===== config.mk =====
export PLATFORM = sky130hd
export DESIGN_NAME = mem_port_arbiter
export DESIGN_NICKNAME = d
export VERILOG_FILES = /design/src/rtl/mem_port_arbiter.sv
export SDC_FILE = /design/constraint.sdc
export NUM_CORES = 1
export LEC_CHECK = 0
export ABC_AREA = 0
export CELL_PAD_IN_SITES_DETAIL_PLACEMENT = 0
export CELL_PAD_IN_SITES_GLOBAL_PLACEMENT = 1
export CORE_ASPECT_RATIO = 0.75
export CORE_MARGIN = 1.5
export CORE_UTILIZATION = 27
export CTS_BUF_LIST = sky130_fd_sc_hd__clkbuf_8 sky130_fd_sc_hd__clkbuf_16
export DETAILED_ROUTE_END_ITERATION = 8
export GPL_TIMING_DRIVEN = 0
export PLACE_DENSITY = 0.87
export SETUP_SLACK_MARGIN = 0.4
export SLEW_MARGIN = 20
export SYNTH_ARGS = -nofsm -noshare
export SYNTH_HDL_FRONTEND = slang
export SYNTH_SLANG_ARGS = --single-unit

===== constraint.sdc =====
create_clock -name i_clk -period 3.4 [get_ports i_clk]
set_input_delay 0.68 -clock i_clk [delete_from_list [all_inputs] [get_ports i_clk]]
set_output_delay 0.68 -clock i_clk [all_outputs]
set_load 0.005 [all_outputs]

===== src/rtl/mem_port_arbiter.sv =====
// ---------------------------------------------------------------------------
// mem_port_arbiter
//
// Shares one single-ported instruction/data memory between the fetch stage
// (IF) and the memory stage (D). Each access takes LAT cycles. The arbiter
// drives the select of the address/data muxes in front of the memory. When
// it completes an access it returns the read data with a one-cycle ack to
// the requester that won.
//
// Ports:
//   i_clk        clock, rising edge
//   i_rst_n      asynchronous active-low reset
//   i_if_req     fetch request, held until o_if_ack
//   i_if_addr    fetch address
//   i_d_req      data request, held until o_d_ack
//   i_d_we       data write enable (1 = store, 0 = load)
//   i_d_addr     data address
//   i_d_wdata    store data
//   i_mem_rdata  memory read data
//   o_mem_en     memory access enable
//   o_mem_we     memory write enable
//   o_mem_addr   registered memory address
//   o_mem_wdata  registered memory write data
//   o_addr_sel   mux select, 0 = IF, 1 = D
//   o_if_ack     one-cycle fetch completion pulse
//   o_if_rdata   fetch data, valid with o_if_ack
//   o_d_ack      one-cycle data completion pulse
//   o_d_rdata    load data, valid with o_d_ack on a load
//   o_stall_if   fetch stage must wait
//   o_busy       an access is in progress
// ---------------------------------------------------------------------------
module mem_port_arbiter #(
  parameter int N   = 32,
  parameter int LAT = 2
) (
  input  logic         i_clk,
  input  logic         i_rst_n,
  input  logic         i_if_req,
  input  logic [N-1:0] i_if_addr,
  input  logic         i_d_req,
  input  logic         i_d_we,
  input  logic [N-1:0] i_d_addr,
  input  logic [N-1:0] i_d_wdata,
  input  logic [N-1:0] i_mem_rdata,
  output logic         o_mem_en,
  output logic         o_mem_we,
  output logic [N-1:0] o_mem_addr,
  output logic [N-1:0] o_mem_wdata,
  output logic         o_addr_sel,
  output logic         o_if_ack,
  output logic [N-1:0] o_if_rdata,
  output logic         o_d_ack,
  output logic [N-1:0] o_d_rdata,
  output logic         o_stall_if,
  output logic         o_busy
);

  localparam int            CW       = (LAT > 1) ? $clog2(LAT) : 1;
  localparam logic [CW-1:0] CNT_LOAD = CW'(LAT - 1);

  typedef enum logic [1:0] {
    IDLE   = 2'd0,
    BUSY_I = 2'd1,
    BUSY_D = 2'd2
  } state_t;

  state_t         r_state;
  logic [CW-1:0]  r_cnt;
  logic           r_last_grant;
  logic           r_mem_en;
  logic           r_mem_we;
  logic [N-1:0]   r_mem_addr;
  logic [N-1:0]   r_mem_wdata;
  logic           r_addr_sel;
  logic           r_busy;

  logic           w_done;
  logic           w_decide;
  logic           w_if_pend;
  logic           w_d_pend;
  logic           w_grant_any;
  logic           w_grant_d;

  // The completion cycle is the one in which the down-counter reaches zero.
  assign w_done   = (r_state != IDLE) && (r_cnt == '0);
  assign w_decide = (r_state == IDLE) || w_done;

  // A requester's request is still high in its own ack cycle. It counts as
  // served at that edge, so it does not win a second, duplicate access.
  assign w_if_pend = i_if_req && !(w_done && (r_state == BUSY_I));
  assign w_d_pend  = i_d_req  && !(w_done && (r_state == BUSY_D));

  // On a tie the winner is the requester that did not win last time. The
  // reset value of last_grant is IF, so D wins the first tie.
  assign w_grant_any = w_if_pend || w_d_pend;
  assign w_grant_d   = w_d_pend && (!w_if_pend || !r_last_grant);

  // Sequencing register set. A grant loads the winner's access into the
  // memory-side registers. The counter then runs down to the completion
  // cycle. At that edge the next grant can be taken with no idle bubble.
  always_ff @(posedge i_clk or negedge i_rst_n) begin
    if (!i_rst_n) begin
      r_state      <= IDLE;
      r_cnt        <= '0;
      r_last_grant <= 1'b0;
      r_mem_en     <= 1'b0;
      r_mem_we     <= 1'b0;
      r_mem_addr   <= '0;
      r_mem_wdata  <= '0;
      r_addr_sel   <= 1'b0;
      r_busy       <= 1'b0;
    end else if (w_decide) begin
      if (w_grant_any) begin
        r_state      <= w_grant_d ? BUSY_D : BUSY_I;
        r_cnt        <= CNT_LOAD;
        r_last_grant <= w_grant_d;
        r_mem_en     <= 1'b1;
        r_busy       <= 1'b1;
        r_addr_sel   <= w_grant_d;
        if (w_grant_d) begin
          r_mem_addr  <= i_d_addr;
          r_mem_wdata <= i_d_wdata;
          r_mem_we    <= i_d_we;
        end else begin
          // Fetches never write. The write-data register keeps its value.
          r_mem_addr  <= i_if_addr;
          r_mem_we    <= 1'b0;
        end
      end else begin
        // Going idle: the address register keeps its value for observability.
        r_state  <= IDLE;
        r_mem_en <= 1'b0;
        r_mem_we <= 1'b0;
        r_busy   <= 1'b0;
      end
    end else begin
      r_cnt <= r_cnt - CW'(1);
    end
  end

  assign o_mem_en    = r_mem_en;
  assign o_mem_we    = r_mem_we;
  assign o_mem_addr  = r_mem_addr;
  assign o_mem_wdata = r_mem_wdata;
  assign o_addr_sel  = r_addr_sel;
  assign o_busy      = r_busy;

  // The acks and the read data are combinational in the completion cycle.
  // Outside that cycle the read-data ports are forced to zero.
  assign o_if_ack   = w_done && (r_state == BUSY_I);
  assign o_d_ack    = w_done && (r_state == BUSY_D);
  assign o_if_rdata = o_if_ack ? i_mem_rdata : '0;
  assign o_d_rdata  = (o_d_ack && !r_mem_we) ? i_mem_rdata : '0;
  assign o_stall_if = i_if_req && !o_if_ack;

endmodule


# Word level (Yosys, flattened, before mapping)
# Cells that the tools add are included.
word_totals:
  regBits: 70
  in_bits: 133
  output_inout_bits: 135
  wordCells: 41
classes:
  addsub: 1
  eq_ne: 3
  muxes: 10
  bitwise_logic: 1
  n_reduce_logical: 19
op_table:
  columns: ["operator", "n"]
  rows:
  - ["$mux W32", 3]
  - ["$logic_and A1 B1 Y1", 7]
  - ["$logic_not A1 Y1", 5]
  - ["$mux W1", 5]
  - ["$mux W2", 2]
  - ["$logic_or A1 B1 Y1", 3]
  - ["$reduce_and A3 Y1", 1]
  - ["$eq A2 B1 Y1 const B", 1]
  - ["$eq A2 B2 Y1 const B", 1]
  - ["$logic_not A2 Y1", 1]
  - ["$ne A2 B1 Y1 const B", 1]
  - ["$reduce_and A2 Y1", 1]
  - ["$reduce_bool A2 Y1", 1]
  - ["$not A1 Y1", 1]
  - ["$sub A1 B1 Y1 const B", 1]

# Logic depth before layout (Yosys ltp)
# Gate-level depths: netlist of run 1.
depth:
  word_depth: 10
  depth_mapped: 7
  mapped_depth_nobuf: 4

# Worst setup path before layout of run 1
# No wires, ideal clock.
synth_path:
  path_kind: "register -> output"
  startpoint: "register r_cnt"
  endpoint: "output o_d_rdata[10]"
  arrival_ns: 1.324
  t_required_ns: 2.720
  path_slack_ns: 1.396
  stages_incl_launch_ff: 7
  path_buffers: 2
  path_cell_list: "dfrtp_1 -> buf_6 -> nor2_1 -> and2_1 -> nor2b_1 -> clkbuf_1 -> and2_1"
synth_via:
  elab_chain_len: 5
synth_lines:
  columns: ["element", "line_no", "rtl"]
  rows:
  - ["start: declaration", "68", "logic [CW-1:0] r_cnt;"]
  - ["start signal: assignment", "137", "r_cnt <= r_cnt - CW'(1);"]
  - ["$not A1 Y1", "85", "assign w_done = (r_state != IDLE) && (r_cnt == '0);"]
  - ["$logic_and A1 B1 Y1", "85", null]
  - ["$logic_and A1 B1 Y1", "151", "assign o_d_ack = w_done && (r_state == BUSY_D);"]
  - ["net o_d_ack", "52", "output logic o_d_ack,"]
  - ["$logic_and A1 B1 Y1", "153", "assign o_d_rdata = (o_d_ack && !r_mem_we) ? i_mem_rdata : '0;"]
  - ["$mux W32", "153", null]
  - ["end: declaration", "53", "output logic [N-1:0] o_d_rdata,"]
# The timed path passes the listed nets, and every way through them passes these cells.

# Final worst setup path of run 1
layout_path:
  startpoint: "register r_cnt"
  endpoint: "output o_d_rdata[12]"
layout_via:
  elab_chain_len: 5
layout_lines:
  columns: ["element", "line_no"]
  rows:
  - ["$not A1 Y1", "85"]
  - ["$logic_and A1 B1 Y1", "85"]
  - ["$logic_and A1 B1 Y1", "151"]
  - ["$logic_and A1 B1 Y1", "153"]
  - ["$mux W32", "153"]
# No other way between the ends.

==> results of run 1 <==
through the flow:
| step | hold WS (ps) | area (sq um) |
|---|---|---|
| 6_report | 272 | 7090 |
| 5_1_grt | 294 | 7090 |
| 4_1_cts | 280 | 7070 |
| 3_5_place_dp | 494 | 6690 |
| 3_3_place_gp | 487 | 6670 |
| 2_1_floorplan | 384 | 3780 |
where the power goes:
part	internal [mW]	total (mW)	leakage, nW	switching (mW)
sequential	1.28	1.52	0.809	0.243
combinational	1.91	3.14	1.93	1.23
clock	0.795	1.16	0.180	0.369
total	3.98	5.82	2.92	1.84
worst max-delay path, cell delays in order, from the launching register on:
cell	delay [ps]
dfrtp_1	380
buf_6	130
nor2_1	110
and2_1	170
nor2b_4	190
clkbuf_4	200
and2_1	170
clkdlybuf4s50_1	510
cells in the final DEF, fill, tap and decap left out, types with 2 or more instances in the layout:
cell / instances
clkdlybuf4s50_1: 266
dfrtp_1: 70
and2_1: 66
mux2_2: 32
and3_1: 32
a21boi_0: 32
nand2b_1: 32
o31a_1: 32
clkbuf_1: 14
clkbuf_16: 9
nand2_1: 7
buf_2: 6
buf_6: 5
bufinv_16: 4
nor2_1: 3
clkbuf_4: 3
clkbuf_2: 3
inv_1: 3
o21ai_0: 3
clkinv_4: 3
nand3_1: 2
buf_4: 2
routing by layer:
layer  vias up  part of all wire [%]  global-route usage [%]
li1       1794                     -                       -
met1      1815                    42                    22.5
met2       133                    49                    31.9
met3         7                   8.1                    6.22
met4         0                  0.41                    3.98
met5         -                     0                       0
cell type report:
| cell class | instances | area share (%) |
|---|---|---|
| clock buffers | 9 | 3.18 |
| plain buffers | 32 | 2.59 |
| inverters | 3 | 0.159 |
| multi-input cells | 253 | 26.2 |
| flip-flops and latches | 70 | 24.7 |
| well taps | 175 | 3.09 |
| clock inverters | 7 | 2.07 |
| repair buffers | 268 | 38.0 |
flip-flops by register name (all words and copies together), names as in the netlist:
register and count:
o_mem_wdata 32, r_state 2, r_cnt 1, o_mem_en 1, o_mem_addr 32, o_addr_sel 1, o_mem_we 1
kinds of logic after synthesis:
kind of cell | synth area share, %
compound gates | 15.4
simple gates | 24.0
buf+inv | 4.76
flops | 46.3
mux | 9.53
worst max-delay path by stage:
| stage | end | slack, ps |
|---|---|---|
| 2_1_floorplan | o_d_rdata[10] | 1400 |
| 3_3_place_gp | o_mem_wdata[17] | -810 |
| 3_5_place_dp | o_mem_addr[25] | 540 |
| 4_1_cts | o_if_rdata[17] | 440 |
| 5_1_grt | o_d_rdata[12] | 400 |
| 6_report | o_d_rdata[12] | 540 |
==> impl_metrics.csv, run 1 <==
group,metric,value,unit
sta,rsz0062_at_grt,"false",
global_routing,grt_max_degree,44,
global_routing,grt.overflow.total,0,
logic_synthesis,synthTopCellsByCount,"70 x dfrtp_1, 66 x and2_1",
outcome,status,"finished, violations left",
route,drc,17,
logic_synthesis,ys_seq_elements,70,
logic_synthesis,synth.net_count,491,
clock_network,htreeDepth,3,
setup_path,rr_worst_depth,7,
placement,place.gp.congestion,0.833,
sta,fmax,0.349,GHz
clock_network,cts_tree,"done",
sta,setup_viol,0,
final_layout,multi_input_area,1860,sq um
die,std_cell_rows,37,
logic_synthesis,syn_inst,358,
route,vias,3749,
setup_path,r2r_start,"r_cnt",
clock_network,cts-root-buf,"clkbuf_16",
setup_path,critPathKind,"reg2out",
placement,place_hpwl,10700,um
logic_synthesis,seq_area_frac_synth,46.3,%
global_routing,antenna_found_initial,0,
final_layout,nets,770,
power_and_ir_drop,ir_drop,0.389,mV
setup_path,rrSetupSlack,1370,ps
power_and_ir_drop,p_leak,2.92,nW
final_layout,drive_above_1_share,11.4,%
die,die_width,140,um
setup_path,critPathLaunchType,"flip-flop",
setup_path,critPathCaptureType,"output port",
logic_synthesis,syn_area,3780,sq um
clock_network,cts_hold_buf,0,
final_layout,final_util,51.7,%
die,dieArea,14700,sq um
logic_synthesis,synth_top_area_share,46.3,%
global_routing,track_usage,18.5,%
clock_network,clk_latency,330,ps
sta,tns,0,ps
sta,finClkSkew,6.60,ps
placement,portBuffers,267,
job,drv_cap,0,
final_layout,fill_cells,1226,
logic_synthesis,synth_area_leaders,"dfrtp_1 46%, and2_1 11%, mux2_2 9.5%, o31a_1 7.4%, a21boi_0 6.4%",
route,vias_per_cell,4.59,
logic_synthesis,yosysMostFrequentCell,"dfrtp_1",
sta,worst_slew_pin_slew,582,ps
final_layout,n_antenna_cell,0,
sta,relSlewSlack,61.2,%
logic_synthesis,synth-async-reset-ratio,100,%
final_layout,regArea,1750,sq um
final_layout,syn_to_final_growth,87.4,%
logic_synthesis,syn_avg_cell_area,10.6,sq um
clock_network,cts_resized,6,
setup_path,crit_start,"r_cnt",
global_routing,grt_pass1_vias,4104,
logic_synthesis,synth_edf_count,0,
outcome,violations,"DRC",
route,ant_nets,0,
sta,hold_viol_final,0,
route,wl,13800,um
die,chipHeight,106,um
setup_path,crit_arrival,2180,ps
final_layout,fin_cells,817,
route,routedWlPerCell,16.9,um
setup_path,worst-path-max-fanout,10,
setup_path,timing.rr.end,"o_mem_addr[25]",
sta,fin_ws,538,ps
sta,finalMaxSlewViolations,0,
logic_synthesis,synth_cell_type_count,26,
clock_network,numCtsBuffers,9,
placement,pre_cts_ws,540,ps
logic_synthesis,yosysWarnings,0,
hold_path,min-delay-path-class,"in2async",
power_and_ir_drop,power-per-cell-area,822,nW/um^2
die,start_util,27.6,%
placement,dp_cells,801,
logic_synthesis,synth_largest_area_cell,"dfrtp_1",
logic_synthesis,synthFlopType,"dfrtp_1",
die,core_area,13700,sq um
clock_network,cts_max_path_buffers,2,
setup_path,cp.required,2720,ps
clock_network,path_clk_slew,60,ps
global_routing,grt_pass1_wl,21500,um
die,io_pins,268,
power_and_ir_drop,finalPower,5.82,mW
route,first_iter_violations,142,
clock_network,post_cts.repair.setup_buffers,0,
route,first_pass_iters,6,
sta,period_needed,2860,ps
clock_network,numClockSinks,70,
sta,fin_crit_sh,84.2,%
(Power assumes the default switching activity.)
==> run 2: changes to the inputs <==
--- a/config.mk
+++ b/config.mk
@@ -10,11 +10,11 @@
 export CELL_PAD_IN_SITES_GLOBAL_PLACEMENT = 1
 export CORE_ASPECT_RATIO = 0.75
 export CORE_MARGIN = 1.5
-export CORE_UTILIZATION = 27
+export CORE_UTILIZATION = 25
 export CTS_BUF_LIST = sky130_fd_sc_hd__clkbuf_8 sky130_fd_sc_hd__clkbuf_16
 export DETAILED_ROUTE_END_ITERATION = 8
 export GPL_TIMING_DRIVEN = 0
-export PLACE_DENSITY = 0.87
+export PLACE_DENSITY = 0.81
 export SETUP_SLACK_MARGIN = 0.4
 export SLEW_MARGIN = 20
 export SYNTH_ARGS = -nofsm -noshare
==> constraint.sdc (replaced) <==
create_clock -name i_clk -period 2.9 [get_ports i_clk]
set_input_delay 0.58 -clock i_clk [delete_from_list [all_inputs] [get_ports i_clk]]
set_output_delay 0.58 -clock i_clk [all_outputs]
set_load 0.005 [all_outputs]
==> impl_metrics.csv, run 2 (synthesized netlist as in run 1, its figures left out) <==
group,metric,value,unit
outcome,status,"completed",
clock_network,cts-root-buf,"clkbuf_16",
final_layout,regArea,1750,sq um
sta,hold_viol_final,0,
sta,relSlewSlack,60.6,%
final_layout,fin_cells,855,
clock_network,clk_latency,330,ps
setup_path,critPathCaptureType,"output port",
final_layout,n_antenna_cell,0,
power_and_ir_drop,p_comb_share,57.0,%
die,chipHeight,110,um
die,die_width,145,um
clock_network,numCtsBuffers,9,
global_routing,grt.overflow.total,0,
power_and_ir_drop,p_int,4.51,mW
route,drc,0,
die,start_util,25.8,%
route,first_iter_violations,144,
setup_path,cp.required,2320,ps
setup_path,worst-path-max-fanout,6,
power_and_ir_drop,seqPwrFrac,26.8,%
clock_network,path_clk_slew,60,ps
hold_path,min-delay-path-class,"in2async",
route,routedWlPerCell,17.0,um
global_routing,track_usage,18.0,%
job,drv_cap,0,
placement,place_area,6730,sq um
global_routing,grt_max_degree,48,
sta,setup_viol,0,
setup_path,path_delay_family,"buffers and inverters",
setup_path,crit_arrival,2130,ps
setup_path,crit_buf_inv,3,
setup_path,max_stage_delay,520,ps
route,vias_per_cell,4.42,
sta,worst_slew_pin_slew,592,ps
final_layout,drive_above_1_share,15.6,%
power_and_ir_drop,power_frac_clock,16.2,%
die,std_cell_rows,38,
route,wl,14500,um
route,vias,3775,
die,dieArea,15900,sq um
setup_path,critPathLaunchType,"flip-flop",
setup_path,crit_chain,"buf_6 > nor2_4 > and2_4 > nor2b_4 > clkbuf_4 > and2_1 > clkdlybuf4s50_1",
final_layout,fill_cells,1423,
global_routing,grt_pass1_vias,3886,
sta,fin_crit_sh,93.4,%
final_layout,nets,784,
clock_network,cts_tree,"done",
placement,portBuffers,267,
die,core_area,14600,sq um
power_and_ir_drop,ir_drop,0.406,mV
setup_path,critPathKind,"reg2out",
power_and_ir_drop,switching_share,32.4,%
sta,period_needed,2710,ps
placement,place_hpwl,11200,um
sta,finalMaxSlewViolations,0,
global_routing,grt_pass1_wl,22200,um
power_and_ir_drop,finalPower,6.66,mW
clock_network,cts_max_path_buffers,2,
sta,fmax,0.369,GHz
final_layout,layout_commonest_cell,"clkdlybuf4s50_1",
setup_path,slowest_stage,"clkdlybuf4s50_1",
route,ant_nets,0,
final_layout,multi_input_area,1880,sq um
placement,pre_cts_ws,113,ps
power_and_ir_drop,power-per-cell-area,929,nW/um^2
route,first_pass_iters,4,
global_routing,antenna_found_initial,0,
clock_network,numClockSinks,70,
final_layout,syn_to_final_growth,89.6,%
sta,finClkSkew,8.93,ps
clock_network,cts_hold_buf,0,
placement,place.gp.congestion,0.937,
die,io_pins,268,
clock_network,htreeDepth,3,
placement,dp_cells,826,
power_and_ir_drop,p_switching,2.16,mW
final_layout,fin_area,7170,sq um
power_and_ir_drop,p_leak,3.19,nW
sta,rsz0062_at_grt,"true",
sta,holdWs,159,ps
final_layout,most-common-layout-cells,"225 x clkdlybuf4s50_1, 69 x dfrtp_1, 62 x and2_1",
sta,fin_ws,191,ps
run 2: cell types whose count changed in the layout (fill, tap and decap cells not counted), sizes merged:
cell / before / now
clkbuf: 29 / 35
buf: 14 / 34
clkdlybuf4s50: 266 / 225
dlygate4sd2: 0 / 26
clkinvlp: 0 / 1
dlymetal6s2s: 0 / 4
clkinv: 3 / 2
bufinv: 4 / 1
inv: 3 / 4
run 2: power groups by stage:
stage               registers, mW  clock network (mW)  logic, mW
finish                       1.78                1.08       3.80
global route                 1.85                1.15       4.11
CTS                          1.79                1.12       3.77
detailed placement           1.78                   0       3.69
global placement             1.76                   0       3.62
floorplan                    1.79                   0       1.65
run 2: layer usage:
metal | wire length (um) | GRT usage, % | up-vias
li1 | - | - | 1816
met1 | 6060 | 21.3 | 1796
met2 | 7380 | 32.3 | 157
met3 | 1000 | 6.10 | 6
met4 | 84 | 3.09 | 0
met5 | 0 | 0 | -
run 2: worst register-to-register path, stage by stage, from the launching register on:
cell      delay (ps)
dfrtp_1          370
buf_6            130
buf_4            140
nand2b_4         160
buf_4            140
a211o_1          260
buf_2            190
clkbuf_1         230
and3_1           230
o31a_1           280
run 2: final timing paths:
| check | startpoint | endpoint | slack [ps] | cells after the start |
|---|---|---|---|---|
| setup reg to reg | r_cnt | o_mem_addr[24] | 650 | 9 |
| max in group asynchronous | i_rst_n | o_mem_wdata[21] | 2180 | 2 |
| min in group i_clk | o_mem_wdata[23] | o_mem_wdata[23] | 500 | 1 |
| hold reg to reg | o_mem_wdata[23] | o_mem_wdata[23] | 500 | 1 |
| hold / removal | i_rst_n | o_mem_addr[19] | 160 | 1 |
| setup / recovery | r_cnt | o_d_rdata[16] | 190 | 7 |
run 2: stage by stage:
| step | util (%) | TNS [ps] |
|---|---|---|
| after floorplan | - | 0 |
| after global placement | 45.8 | -86310 |
| after detailed placement | 46.0 | 0 |
| after CTS | 48.6 | 0 |
| after global routing | 49.0 | 0 |
| final | 49.0 | 0 |
run 2: cell type report:
| cell class | count | share of cell area, % |
|---|---|---|
| Inverter | 3 | 0.157 |
| Clock inverter | 5 | 0.715 |
| Clock buffer | 10 | 3.33 |
| Multi-Input combinational cell | 253 | 26.3 |
| Timing Repair Buffer | 282 | 38.5 |
| Buffer | 32 | 3.09 |
| Sequential cell | 70 | 24.4 |
| Tap cell | 200 | 3.49 |
run 2: timing repair:
item                       4_1_cts  5_1_grt
gates cloned                     2        0
setup endpoints to repair       66       41
gates resized for setup         61       43
buffers inserted                 6        6
==> run 3: changes to the inputs <==
--- a/config.mk
+++ b/config.mk
@@ -14,7 +14,7 @@
 export CTS_BUF_LIST = sky130_fd_sc_hd__clkbuf_8 sky130_fd_sc_hd__clkbuf_16
 export DETAILED_ROUTE_END_ITERATION = 8
 export GPL_TIMING_DRIVEN = 0
-export PLACE_DENSITY = 0.81
+export PLACE_DENSITY = 0.79
 export SETUP_SLACK_MARGIN = 0.4
 export SLEW_MARGIN = 20
 export SYNTH_ARGS = -nofsm -noshare
==> impl_metrics.csv, run 3 (synthesized netlist as in run 1, its figures left out) <==
group,metric,value,unit
sta,fin_crit_sh,84.4,%
clock_network,numClockSinks,70,
setup_path,cp.required,2320,ps
hold_path,min-delay-path-class,"in2async",
power_and_ir_drop,switching_share,32.2,%
clock_network,path_clk_slew,60,ps
sta,finClkSkew,6.51,ps
global_routing,grt_max_degree,37,
setup_path,critPathCaptureType,"output port",
power_and_ir_drop,p_comb_share,57.3,%
setup_path,worst-path-max-fanout,10,
clock_network,cts_max_path_buffers,2,
route,first_pass_iters,5,
placement,place_area,6720,sq um
global_routing,track_usage,17.5,%
sta,hold_viol_final,0,
global_routing,grt_pass1_vias,3870,
power_and_ir_drop,p_int,4.56,mW
die,die_width,145,um
setup_path,critPathLaunchType,"flip-flop",
setup_path,rrSetupSlack,830,ps
route,wl,14400,um
die,start_util,25.8,%
power_and_ir_drop,ir_drop,0.558,mV
clock_network,cts-root-buf,"clkbuf_16",
sta,finalMaxSlewViolations,0,
final_layout,drive_above_1_share,16.8,%
setup_path,rr_worst_depth,5,
sta,fin_ws,453,ps
global_routing,antenna_found_initial,0,
die,core_area,14600,sq um
die,io_pins,268,
sta,fmax,0.409,GHz
placement,place_hpwl,10900,um
die,dieArea,15900,sq um
sta,rsz0062_at_grt,"false",
power_and_ir_drop,p_leak,3.61,nW
setup_path,crit_arrival,1870,ps
power_and_ir_drop,power_frac_clock,16.3,%
setup_path,r2r_start,"r_state[1]",
clock_network,htreeDepth,3,
final_layout,fin_area,7270,sq um
route,vias_per_cell,4.47,
setup_path,critPathKind,"reg2out",
outcome,status,"completed",
sta,relSlewSlack,64.6,%
placement,place.gp.congestion,0.885,
setup_path,crit_chain,"buf_6 > nand2b_4 > nor2_4 > buf_12 > buf_8 > clkdlybuf4s50_1",
sta,holdWs,202,ps
global_routing,grt.overflow.total,0,
placement,pre_cts_ws,135,ps
route,ant_nets,0,
route,routedWlPerCell,16.8,um
final_layout,nets,789,
global_routing,grt_pass1_wl,21600,um
sta,tns,0,ps
power_and_ir_drop,finalPower,6.72,mW
clock_network,cts_tree,"done",
die,chipHeight,110,um
sta,setup_viol,0,
final_layout,most-common-layout-cells,"201 x clkdlybuf4s50_1, 69 x dfrtp_1, 65 x and2_1",
setup_path,timing.rr.end,"o_mem_addr[24]",
power_and_ir_drop,seqPwrFrac,26.5,%
clock_network,numCtsBuffers,9,
route,first_iter_violations,131,
power_and_ir_drop,p_switching,2.16,mW
job,drv_cap,0,
final_layout,syn_to_final_growth,92.1,%
setup_path,slowest_stage,"clkdlybuf4s50_1",
placement,portBuffers,267,
final_layout,layout_commonest_cell,"clkdlybuf4s50_1",
sta,period_needed,2450,ps
power_and_ir_drop,power-per-cell-area,925,nW/um^2
die,std_cell_rows,38,
route,drc,0,
setup_path,max_stage_delay,500,ps
final_layout,n_antenna_cell,0,
clock_network,clk_latency,330,ps
sta,worst_slew_pin_slew,531,ps
route,vias,3839,
final_layout,fill_cells,1358,
[run 3: cell types whose count changed in the layout (fill, tap and decap cells not counted), moves of 4 or more]
cell,before,now
dlymetal6s2s_1,4,29
dlygate4sd2_1,26,11
buf_4,10,15
clkdlybuf4s50_1,225,201
clkbuf_2,7,20
clkbuf_8,4,8
clkdlybuf4s15_1,0,5
buf_6,12,5
[run 3: routing by layer]
| layer | wire length (um) | up-vias | global-route usage, % |
|---|---|---|---|
| met1 | 6010 | 1838 | 20.6 |
| met3 | 1180 | 8 | 6.93 |
| li1 | - | 1830 | - |
| met5 | 0 | - | 0 |
| met4 | 121 | 0 | 3.83 |
| met2 | 7120 | 163 | 30.5 |
[run 3: worst max-delay path: cells and delay by family, from the launching register on]
family	cells	cell delay (ps)
buffers and inverters	4	870
flip-flops	1	380
AND/OR/NAND/NOR	2	280
[run 3: through the flow]
step	util, %	cells
2_1_floorplan	-	358
3_3_place_gp	45.8	825
3_5_place_dp	45.9	826
4_1_cts	48.8	849
5_1_grt	49.6	859
6_report	49.6	859
[run 3: worst max-delay path by stage]
stage | end | slack [ps] | startpoint
3_5_place_dp | o_if_rdata[21] | 130 | r_cnt
2_1_floorplan | o_d_rdata[10] | 1000 | r_cnt
4_1_cts | o_if_rdata[21] | 190 | r_cnt
5_1_grt | o_if_ack | 380 | r_cnt
6_report | o_if_ack | 450 | r_cnt
3_3_place_gp | o_mem_wdata[5] | -1290 | i_rst_n
[run 3: final cells by class]
cell class	instances	area, sq um	area share [%]
repair buffers	287	2850	39.3
multi-input cells	253	1880	25.8
flip-flops and latches	70	1750	24.1
clock buffers	11	253	3.48
well taps	200	250	3.44
plain buffers	32	233	3.20
clock inverters	3	37.5	0.517
inverters	3	11.3	0.155
[run 3: repair_timing]
item                                    in CTS  in global routing
endpoints found under the setup margin      66                 57
pin swaps                                    1                  1
hold buffers                                 0                  0
gates cloned                                 3                  1
resized for setup                           65                 77
setup buffers                                6                  9
[run 3: power groups by stage]
| stage | clock (mW) | sequential [mW] | combinational, mW |
|---|---|---|---|
| floorplan | 0 | 1.79 | 1.65 |
| global placement | 0 | 1.76 | 3.60 |
| detailed placement | 0 | 1.78 | 3.67 |
| CTS | 1.13 | 1.79 | 3.80 |
| global route | 1.17 | 1.85 | 4.16 |
| finish | 1.09 | 1.78 | 3.85 |
